### src/rtl/param_fifo_if.sv
// param_fifo_if: producer/consumer handshake and status bundle for param_fifo
interface param_fifo_if #(
  parameter int WIDTH = 16,
  parameter int DEPTH = 4
);
  localparam int CW = $clog2(DEPTH + 1);
  logic             wen_i;
  logic             ren_i;
  logic [WIDTH-1:0] data_i;
  logic [WIDTH-1:0] data_o;
  logic             full_o;
  logic             empty_o;
  logic             almost_full_o;
  logic [CW-1:0]    count_o;
  logic             overflow_o;
  logic             underflow_o;
  modport master (
    output wen_i, ren_i, data_i,
    input  data_o, full_o, empty_o, almost_full_o, count_o, overflow_o, underflow_o
  );
  modport slave (
    input  wen_i, ren_i, data_i,
    output data_o, full_o, empty_o, almost_full_o, count_o, overflow_o, underflow_o
  );
endinterface

### src/rtl/param_fifo.sv
// param_fifo: parametrised FWFT FIFO with count, almost-full and optional sticky
// error flags (enabled by defining PARAM_FIFO_ERR_FLAGS_EN)
module param_fifo #(
  parameter int WIDTH     = 16,
  parameter int DEPTH     = 4,
  parameter int AF_THRESH = DEPTH - 1
) (
  input logic          clk_i,
  input logic          reset_n_i,
  param_fifo_if.slave  f
);
  localparam int PW = $clog2(DEPTH);
  localparam int CW = $clog2(DEPTH + 1);
  logic [WIDTH-1:0] mem_q [DEPTH];
  logic [PW-1:0]    wr_ptr_q, rd_ptr_q;
  logic [CW-1:0]    count_q, count_d;
  logic             full, empty, wr_fire, rd_fire;
  assign full    = count_q == CW'(DEPTH);
  assign empty   = count_q == '0;
  assign wr_fire = f.wen_i && (!full || f.ren_i);
  assign rd_fire = f.ren_i && !empty;
  // occupancy moves only when exactly one side fires
  always_comb begin
    count_d = count_q + CW'(wr_fire) - CW'(rd_fire);
  end
  // storage, pointers and count; memory is cleared so data_o reads 0 after reset
  always_ff @(posedge clk_i or negedge reset_n_i) begin
    if (!reset_n_i) begin
      for (int i = 0; i < DEPTH; i++) mem_q[i] <= '0;
      wr_ptr_q <= '0;
      rd_ptr_q <= '0;
      count_q  <= '0;
    end else begin
      if (wr_fire) begin
        mem_q[wr_ptr_q] <= f.data_i;
        wr_ptr_q        <= wr_ptr_q + PW'(1);
      end
      if (rd_fire) rd_ptr_q <= rd_ptr_q + PW'(1);
      count_q <= count_d;
    end
  end
  assign f.data_o        = mem_q[rd_ptr_q];
  assign f.full_o        = full;
  assign f.empty_o       = empty;
  assign f.almost_full_o = count_q >= CW'(AF_THRESH);
  assign f.count_o       = count_q;
`ifdef PARAM_FIFO_ERR_FLAGS_EN
  logic ov_q, uf_q;
  // sticky capture of dropped writes and ignored reads, cleared only by reset
  always_ff @(posedge clk_i or negedge reset_n_i) begin
    if (!reset_n_i) begin
      ov_q <= 1'b0;
      uf_q <= 1'b0;
    end else begin
      if (f.wen_i && full && !f.ren_i) ov_q <= 1'b1;
      if (f.ren_i && empty && !f.wen_i) uf_q <= 1'b1;
    end
  end
  assign f.overflow_o  = ov_q;
  assign f.underflow_o = uf_q;
`else
  assign f.overflow_o  = 1'b0;
  assign f.underflow_o = 1'b0;
`endif
endmodule

### src/flat_wrapper.sv
// flat-port wrapper written by rule: the top's interface ports become plain ports
module param_fifo_flat 
#(
  parameter int WIDTH     = 16,
  parameter int DEPTH     = 4,
  parameter int AF_THRESH = DEPTH - 1
)
  (clk_i, reset_n_i, f_wen_i, f_ren_i, f_data_i, f_data_o, f_full_o, f_empty_o, f_almost_full_o, f_count_o, f_overflow_o, f_underflow_o);
  param_fifo_if #(.WIDTH(WIDTH), .DEPTH(DEPTH)) f_i ();
  input logic clk_i;
  input logic reset_n_i;
  input wire logic [$bits(f_i.wen_i)-1:0] f_wen_i;
  input wire logic [$bits(f_i.ren_i)-1:0] f_ren_i;
  input wire logic [$bits(f_i.data_i)-1:0] f_data_i;
  output wire logic [$bits(f_i.data_o)-1:0] f_data_o;
  output wire logic [$bits(f_i.full_o)-1:0] f_full_o;
  output wire logic [$bits(f_i.empty_o)-1:0] f_empty_o;
  output wire logic [$bits(f_i.almost_full_o)-1:0] f_almost_full_o;
  output wire logic [$bits(f_i.count_o)-1:0] f_count_o;
  output wire logic [$bits(f_i.overflow_o)-1:0] f_overflow_o;
  output wire logic [$bits(f_i.underflow_o)-1:0] f_underflow_o;
  assign f_i.wen_i = f_wen_i;
  assign f_i.ren_i = f_ren_i;
  assign f_i.data_i = f_data_i;
  assign f_data_o = f_i.data_o;
  assign f_full_o = f_i.full_o;
  assign f_empty_o = f_i.empty_o;
  assign f_almost_full_o = f_i.almost_full_o;
  assign f_count_o = f_i.count_o;
  assign f_overflow_o = f_i.overflow_o;
  assign f_underflow_o = f_i.underflow_o;
  param_fifo #(.WIDTH(WIDTH), .DEPTH(DEPTH), .AF_THRESH(AF_THRESH)) u_core (.clk_i(clk_i), .reset_n_i(reset_n_i), .f(f_i));
endmodule
### config.mk
export PLATFORM = sky130hd
export DESIGN_NAME = param_fifo_flat
export DESIGN_NICKNAME = d
export VERILOG_FILES = /design/src/rtl/param_fifo_if.sv /design/src/rtl/param_fifo.sv /design/src/flat_wrapper.sv
export SDC_FILE = /design/constraint.sdc
export NUM_CORES = 1
export LEC_CHECK = 0
export BUFFER_PORTS_ARGS = -buffer_cell sky130_fd_sc_hd__buf_2
export CORE_ASPECT_RATIO = 1.25
export CORE_MARGIN = 2
export CORE_UTILIZATION = 25
export CTS_CLUSTER_SIZE = 12
export DETAILED_ROUTE_END_ITERATION = 8
export GPL_TIMING_DRIVEN = 0
export PLACE_DENSITY = 0.44
export SLEW_MARGIN = 10
export SYNTH_ARGS = -nofsm -noshare
export SYNTH_HDL_FRONTEND = slang
export SYNTH_SLANG_ARGS = --single-unit
### constraint.sdc
create_clock -name clk_i -period 4.65 [get_ports clk_i]
set_input_delay 0.2325 -clock clk_i [delete_from_list [all_inputs] [get_ports clk_i]]
set_output_delay 0.2325 -clock clk_i [all_outputs]
set_load 0.02 [all_outputs]
==> reports/metrics.yaml, run 1 <==
yosysMostFrequentCell: "dfrtp_1"
worst_pin_slew_ns: 0.559
tritoncts: "built"
die_w_um: 106
synth_top_area_cell: "dfrtp_1"
slew_viol_final: 0
num_antenna_cells: 0
r2r_start: "u_core.f.count_o[0]"
yosysSeqAreaShare_pct: 55.0
setup_slack_ns: 2.29
postCtsResizedCells: 0
syn_inst: 198
numCtsBuffers: 9
syn-mean-instance-area_um2: 16.3
start_util_pct: 25.5
drc: 0
status: "finished, final reports clean"
antenna_found_initial: 0
powerDensity_nw_per_um2: 820
viasPerCell: 4.28
cp_max_fo: 10
ctsLongestPathBuffers: 2
place_hpwl_mm: 4.56
syn_to_final_growth_pct: 25.1
yosysTopAreaCellShare_pct: 55.0
antenna_left: 0
grt_max_degree: 39
hold_viol: 0
relSlewSlack_pct: 62.7
synth_async_sr_flop_share_pct: 100
required_ns: 4.42
drive_above_1_share_pct: 59.9
hp-start: "f_data_i[9]"
synth_edf_count: 0
met1_usage_pct: 13.9
synth_ff_type: "dfrtp_1"
die_area_um2: 13800
htreeDepth: 3
drv_cap: 0
crit_type: "flop to primary output"
ctsHoldBuffers: 1
finalSetupViolCount: 0
core_um2: 12700
fmax_mhz: 424
track_usage_pct: 11.0
grt_pass1_vias: 2018
critPathLaunch: "u_core.rd_ptr_q[0]"
synthTopCellsByCount: "dfrtp_1 (71), mux2_2 (65), mux4_2 (16)"
use_met2_pct: 18.1
postCtsSetupBuffers: 0
drt_iter0_drc: 44
io_pins: 44
ys_warn_count: 0
path_clk_slew_ns: 0.06
cts.sinks: 71
period_needed_ns: 2.36
cp-start-kind: "flop"
vdd_drop_max_mv: 0.214
drt_first_pass_iters: 4
hold_path_class: "primary input to flop"
root_buffer: "clkbuf_16"
tns_ns: 0
post-place-ws_ns: 2.54
synthTopCellsByArea: "dfrtp_1 (55%), mux2_2 (23%), mux4_2 (11%), ha_1 (2.7%), buf_6 (1.0%)"
row_count: 46
via_count: 1820
clock_skew_ns: 0.00445
netlist_area_um2: 3230
end_kind: "primary output"
grt_pass1_wl_mm: 11.3
synth.distinct_cells: 21
rsz0062_at_grt: "false"
period_share_pct: 50.7
place_congestion: 0.679
overflow: 0
detail_route.wl_per_cell_um: 15.9
use_met3_pct: 2.33
p_leak_nw: 1.74
die_h_um: 131
portBuffers: 41
top_usage_layer: "met2"
ys_ff_latch: 71
clkLatencyLatePin_ns: 0.32
arrival_ns: 2.13
routed_wirelength_mm: 6.74
final_nets: 281
n_fill_cell: 1269
## worst paths after layout
kind | slack [ns] | end | depth (start not counted)
setup / recovery | 2.29 | f_data_o[13] | 4
hold / removal | 0.18 | u_core.mem_q[41] | 2
setup reg to reg | 2.59 | u_core.f.count_o[1] | 6
hold reg to reg | 0.50 | u_core.mem_q[18] | 1
max in group asynchronous | 3.68 | u_core.mem_q[12] | 3
min in group asynchronous | 0.41 | u_core.f.count_o[0] | 2
## layout by cell type, fill, tap and decap left out, drive strengths merged
cell and count:
dfrtp 71, mux2 65, buf 50, mux4 16, clkbuf 11, inv 7, ha 7, nand2 6
nor2 4, bufinv 4, xnor2 3, nor3 2, conb 2, clkinv 2, o31a 1, nor4b 1
and2b 1, o21ai 1, xor2 1, fa 1, dlygate4sd3 1
## state kept, by name, summed over array words and instances, names as in the netlist
register          count
u_core.mem_q         64
u_core.f.count_o      3
u_core.rd_ptr_q       2
u_core.wr_ptr_q       2
## logic make-up (layout without fill, tap and decap cells)
group                      count (synthesis)  in the layout  share of synthesized area, %
buffers and inverters                     17             75                          3.33
muxes                                     81             81                          33.8
other                                      1              2                         0.116
DFF                                       71             71                          55.0
adders and majority gates                  8              8                          3.33
AOI/OAI and AO/OA                          2              2                         0.465
and+or+nand+nor                           14             14                          2.79
xor gates and xnor gates                   4              4                          1.09
## stage by stage
step / cell area [µm²] / std cells / total power [mW] / util [%] / hold slack, ns
2_1_floorplan: 3230 / 199 / 2.13 / - / -0.0631
3_3_place_gp: 3650 / 408 / 2.50 / 28.8 / 0.485
3_5_place_dp: 3670 / 409 / 2.54 / 29.0 / 0.227
4_1_cts: 4040 / 425 / 3.38 / 31.9 / 0.174
5_1_grt: 4040 / 425 / 3.56 / 31.9 / 0.180
6_report: 4040 / 425 / 3.31 / 31.9 / 0.185
## final cells by class
type,instances,area (µm²),area share (%)
clock inverters,6,134,3.31
repair buffers,43,238,5.89
multi-input cells,111,1350,33.4
inverters,7,26.3,0.651
flip-flops and latches,71,1780,44.0
plain buffers,10,81.3,2.01
clock buffers,9,225,5.58
well taps,168,210,5.20
## metal layers
metal	wire [µm]	vias up
met3	213	9
li1	-	821
met1	3070	956
met5	0	-
met4	115	0
met2	3350	34
## power by group
group          switching (mW)  total (mW)  internal (mW)
sequential              0.168        1.11          0.941
clock                   0.254       0.829          0.575
combinational           0.659        1.38          0.716
total                    1.08        3.31           2.23
## critical path, cell delays in order (launching register included)
cell     delay (ns)
dfrtp_1        0.31
buf_2          0.31
buf_2          0.42
mux4_2         0.58
buf_2          0.18
Power figures use the tool's default switching activity.
==> inputs of run 2 (changes only) <==
Clock period 4.65 ns to 2.4 ns, I/O delays scaled along.
==> run 2 against run 1 <==
- clock power rose by 94%
- routed wire length is essentially flat
- non-clock buffer count stayed put
- setup slack worse by 2.1 ns
- highest routed layer unchanged
==> reports/metrics.yaml, run 2 (same netlist as run 1, synthesis figures left out) <==
numCtsBuffers: 9
tritoncts: "built"
largest_reg_flops: 64
place_congestion: 0.679
r2r_end: "u_core.f.count_o[1]"
slew_viol_final: 0
r2r_start: "u_core.f.count_o[0]"
htreeDepth: 3
num_antenna_cells: 0
drc: 0
row_count: 46
status: "finished, final reports clean"
netSwitchingPower_mw: 2.09
vdd_drop_max_mv: 0.415
top_register: "u_core.mem_q"
final_nets: 281
period_needed_ns: 2.17
die_w_um: 106
antenna_left: 0
rrSetupSlack_ns: 0.34
setup_slack_ns: 0.226
p_leak_nw: 1.74
crit_type: "flop to primary output"
combPwrFrac_pct: 41.6
min_path_cells: 2
holdPathEnd: "u_core.mem_q[41]"
relSlewSlack_pct: 62.7
crit_chain: "buf_2, clkbuf_4, mux4_2, buf_2"
n_fill_cell: 1269
die_area_um2: 13800
fmax_mhz: 460
io_pins: 44
detail_route.wl_per_cell_um: 15.9
drt_iter0_drc: 44
clock_skew_ns: 0.00446
hp-start: "f_data_i[9]"
portBuffers: 41
r2r_cells: 6
die_h_um: 131
grt_pass1_vias: 2018
grt_pass1_wl_mm: 11.3
hold_ws_ns: 0.0720
track_usage_pct: 11.0
tns_ns: 0
critPathSlowestCell: "mux4_2"
antenna_found_initial: 0
syn_to_final_growth_pct: 25.2
hold_viol: 0
routed_wirelength_mm: 6.75
hold_path_class: "primary input to flop"
root_buffer: "clkbuf_16"
post-place-ws_ns: 0.341
arrival_ns: 2.05
rsz0062_at_grt: "false"
required_ns: 2.28
pwr-share-seq_pct: 33.4
viasPerCell: 4.28
ctsLongestPathBuffers: 2
final_common_cell: "dfrtp_1"
report.power.total_mw: 6.42
cp-start-kind: "flop"
core_um2: 12700
via_count: 1818
end_kind: "primary output"
place_hpwl_mm: 4.56
worst_pin_slew_ns: 0.559
start_util_pct: 25.5
final_cell_mix: "dfrtp_1 (71), mux2_2 (65), buf_2 (42), mux4_2 (16), clkbuf_16 (9)"
cts.sinks: 71
slowest_delay_ns: 0.56
drv_cap: 0
crit_path_frequent_cell: "buf_2"
powerDensity_nw_per_um2: 1590
drive_above_1_share_pct: 59.9
overflow: 0
finalSetupViolCount: 0
p_int_mw: 4.33
period_share_pct: 90.6
grt_max_degree: 39
cp_max_fo: 10
sw_frac_of_total_pct: 32.6
clockPowerShare_pct: 25.0
clkLatencyLatePin_ns: 0.32
drt_first_pass_iters: 4
path_clk_slew_ns: 0.06
run 2: cell types whose count changed in the layout (fill, tap and decap cells not counted):
cell | before | now
buf_2 | 43 | 42
clkbuf_4 | 0 | 1
run 2: power groups by stage:
| stage | combinational, mW | clock, mW | sequential, mW |
|---|---|---|---|
| floorplan | 2.02 | 0 | 2.10 |
| global placement | 2.69 | 0 | 2.16 |
| detailed placement | 2.74 | 0 | 2.18 |
| CTS | 2.75 | 1.65 | 2.16 |
| global route | 2.94 | 1.71 | 2.25 |
| finish | 2.67 | 1.61 | 2.15 |
run 2: area by class of cell:
type / count / area, µm² / area share, %
well taps: 168 / 210 / 5.20
repair buffers: 43 / 238 / 5.88
multi-input cells: 111 / 1350 / 33.3
flip-flops and latches: 71 / 1780 / 44.0
clock buffers: 9 / 225 / 5.57
inverters: 7 / 26.3 / 0.650
clock inverters: 6 / 134 / 3.31
plain buffers: 10 / 83.8 / 2.07
run 2: worst max-delay path, delay by kind of cell, from the launching register on:
family	cells	cell delay, ns
buffers and inverters	3	0.86
DFF	1	0.31
muxes	1	0.56
run 2: how the worst max path moves through the flow:
| stage | from | end | slack, ns | cells after the start |
|---|---|---|---|---|
| after floorplan | u_core.f.count_o[0] | u_core.f.count_o[2] | 0.40 | 7 |
| after global placement | u_core.f.count_o[0] | u_core.f.count_o[1] | 0.35 | 6 |
| after detailed placement | u_core.f.count_o[0] | u_core.f.count_o[1] | 0.34 | 6 |
| after CTS | u_core.rd_ptr_q[0] | f_data_o[13] | 0.04 | 4 |
| after global routing | u_core.rd_ptr_q[0] | f_data_o[11] | 0.07 | 4 |
| final | u_core.rd_ptr_q[0] | f_data_o[13] | 0.23 | 4 |
run 2: per-stage QoR:
step | util, % | std cells | cell area, µm²
finish | 31.9 | 425 | 4040
global route | 31.9 | 425 | 4040
CTS | 31.9 | 425 | 4040
detailed placement | 29.0 | 409 | 3670
global placement | 28.8 | 408 | 3650
floorplan | - | 199 | 3230
run 2: metal layers:
metal | vias to the layer above | GRT usage [%] | share of wire (%)
met3 | 9 | 2.33 | 3.2
met2 | 34 | 18.1 | 50
met1 | 955 | 13.9 | 46
li1 | 820 | - | -
met5 | - | 0 | 0
met4 | 0 | 4.88 | 1.7
run 2: timing repair:
action                                  4_1_cts  5_1_grt
setup buffers                                 0        0
hold buffers                                  1        0
gates resized for setup                       0        1
endpoints found under the setup margin        0        4
hold endpoints to repair                     33        0
==> inputs of run 3 (changes only) <==
Settings changed: CORE_ASPECT_RATIO 1.25 to unset, CORE_MARGIN 2 to 5.
==> run 3 against run 2 <==
- die area up 10%
- clock-buffer cell count up 1
- total power down 6.1%
- clock skew up 0.0017 ns
- critical path depth unchanged
- sequential cell count unchanged
- sequential power about the same
- first-iteration DRC count up 64%
- non-clock buffer count unchanged
- largest cell class unchanged
- largest power group unchanged
==> reports/metrics.yaml, run 3 (same netlist as run 1, synthesis figures left out) <==
tritoncts: "built"
finalSetupViolCount: 0
row_count: 41
place_hpwl_mm: 4.58
detail_route.wl_per_cell_um: 15.8
final_cells: 430
final_common_cell: "dfrtp_1"
routed_wirelength_mm: 6.81
drt_first_pass_iters: 3
cp_max_fo: 10
period_share_pct: 90.1
ctsLongestPathBuffers: 2
postCtsSetupBuffers: 0
htreeDepth: 3
crit_type: "flop to primary output"
period_needed_ns: 2.16
pwr-share-seq_pct: 35.7
overflow: 0
relSlewSlack_pct: 62.9
die_area_um2: 15300
grt_pass1_vias: 1936
slew_viol_final: 0
dp.cells: 413
drive_above_1_share_pct: 60.1
viasPerCell: 4.18
worst_pin_slew_ns: 0.557
required_ns: 2.28
hold_viol: 0
tns_ns: 0
drt_iter0_drc: 72
cp-start-kind: "flop"
grt_pass1_wl_mm: 10.7
n_fill_cell: 1302
p_int_mw: 3.93
via_count: 1799
core_um2: 12600
status: "finished, final reports clean"
combPwrFrac_pct: 44.2
finish.utilization_pct: 31.4
clkLatencyLatePin_ns: 0.33
numCtsBuffers: 9
powerDensity_nw_per_um2: 1520
antenna_found_initial: 0
largest_reg_flops: 64
root_buffer: "clkbuf_16"
syn_to_final_growth_pct: 22.8
final_nets: 281
rsz0062_at_grt: "false"
num_antenna_cells: 0
die_w_um: 124
arrival_ns: 2.04
track_usage_pct: 9.70
vdd_drop_max_mv: 0.540
clockPowerShare_pct: 20.2
start_util_pct: 25.6
antenna_left: 0
top_register: "u_core.mem_q"
io_pins: 44
multi_input_area_um2: 1350
fmax_mhz: 462
drc: 0
hold_path_class: "primary input to flop"
portBuffers: 41
place_congestion: 0.663
p_leak_nw: 1.71
cts.sinks: 71
drv_cap: 0
die_h_um: 124
path_clk_slew_ns: 0.06
seq_area_um2: 1780
sw_frac_of_total_pct: 34.8
grt_max_degree: 39
netSwitchingPower_mw: 2.10
final_cell_mix: "dfrtp_1 (71), mux2_2 (65), buf_2 (42), mux4_2 (16), clkbuf_16 (9)"
end_kind: "primary output"
clock_skew_ns: 0.00612
run 3: changes by cell type in the layout (fill, tap and decap cells not counted), sizes merged:
cell,before,now
clkinvlp,0,1
clkbuf,12,13
bufinv,4,0
clkinv,2,5
run 3: what timing repair did:
action | CTS | global route
setup endpoints to repair | 0 | 1
hold buffers | 1 | 0
hold endpoints to repair | 33 | 0
gates resized for setup | 0 | 1
run 3: worst paths after layout:
kind | from | depth (start not counted) | slack, ns | end
min in group asynchronous | reset_n_i | 2 | 0.31 | u_core.mem_q[49]
min reg2reg | u_core.mem_q[59] | 1 | 0.50 | u_core.mem_q[59]
max in group asynchronous | reset_n_i | 3 | 1.53 | u_core.mem_q[10]
min | f_data_i[9] | 2 | 0.07 | u_core.mem_q[57]
max reg2reg | u_core.f.count_o[0] | 6 | 0.38 | u_core.f.count_o[1]
max | u_core.rd_ptr_q[1] | 4 | 0.24 | f_data_o[10]
run 3: power by group through the flow:
stage | clock network, mW | logic, mW | registers (mW)
floorplan | 0 | 2.02 | 2.10
global placement | 0 | 2.68 | 2.16
detailed placement | 0 | 2.73 | 2.17
CTS | 1.27 | 2.74 | 2.16
global route | 1.31 | 2.92 | 2.23
finish | 1.22 | 2.66 | 2.15
run 3: stage by stage:
step	setup slack, ns	total power [mW]	area (µm²)	hold slack, ns
floorplan	0.402	4.12	3230	-0.176
global placement	0.380	4.84	3650	0.399
detailed placement	0.369	4.90	3670	0.114
CTS	0.0964	6.16	3960	0.0556
global route	0.0824	6.46	3960	0.0608
finish	0.238	6.03	3960	0.0670
run 3: cell type report:
cell class                      instances  area share (%)
Clock inverter                          6           0.916
Inverter                                7           0.663
Timing Repair Buffer                   43            6.00
Sequential cell                        71            44.8
Buffer                                 10            2.12
Clock buffer                           10            6.03
Multi-Input combinational cell        111            34.0
Tap cell                              172            5.43
run 3: layer usage:
| layer | global-route usage, % | part of all wire (%) |
|---|---|---|
| met1 | 13.3 | 48 |
| met2 | 13.9 | 45 |
| met3 | 2.59 | 4.4 |
| met4 | 5.19 | 1.9 |
| met5 | 0 | 0 |
run 3: critical path, cell delays in order, from the launching register on:
cell	delay, ns
dfrtp_1	0.31
clkbuf_1	0.43
buf_2	0.41
mux4_2	0.37
buf_2	0.18
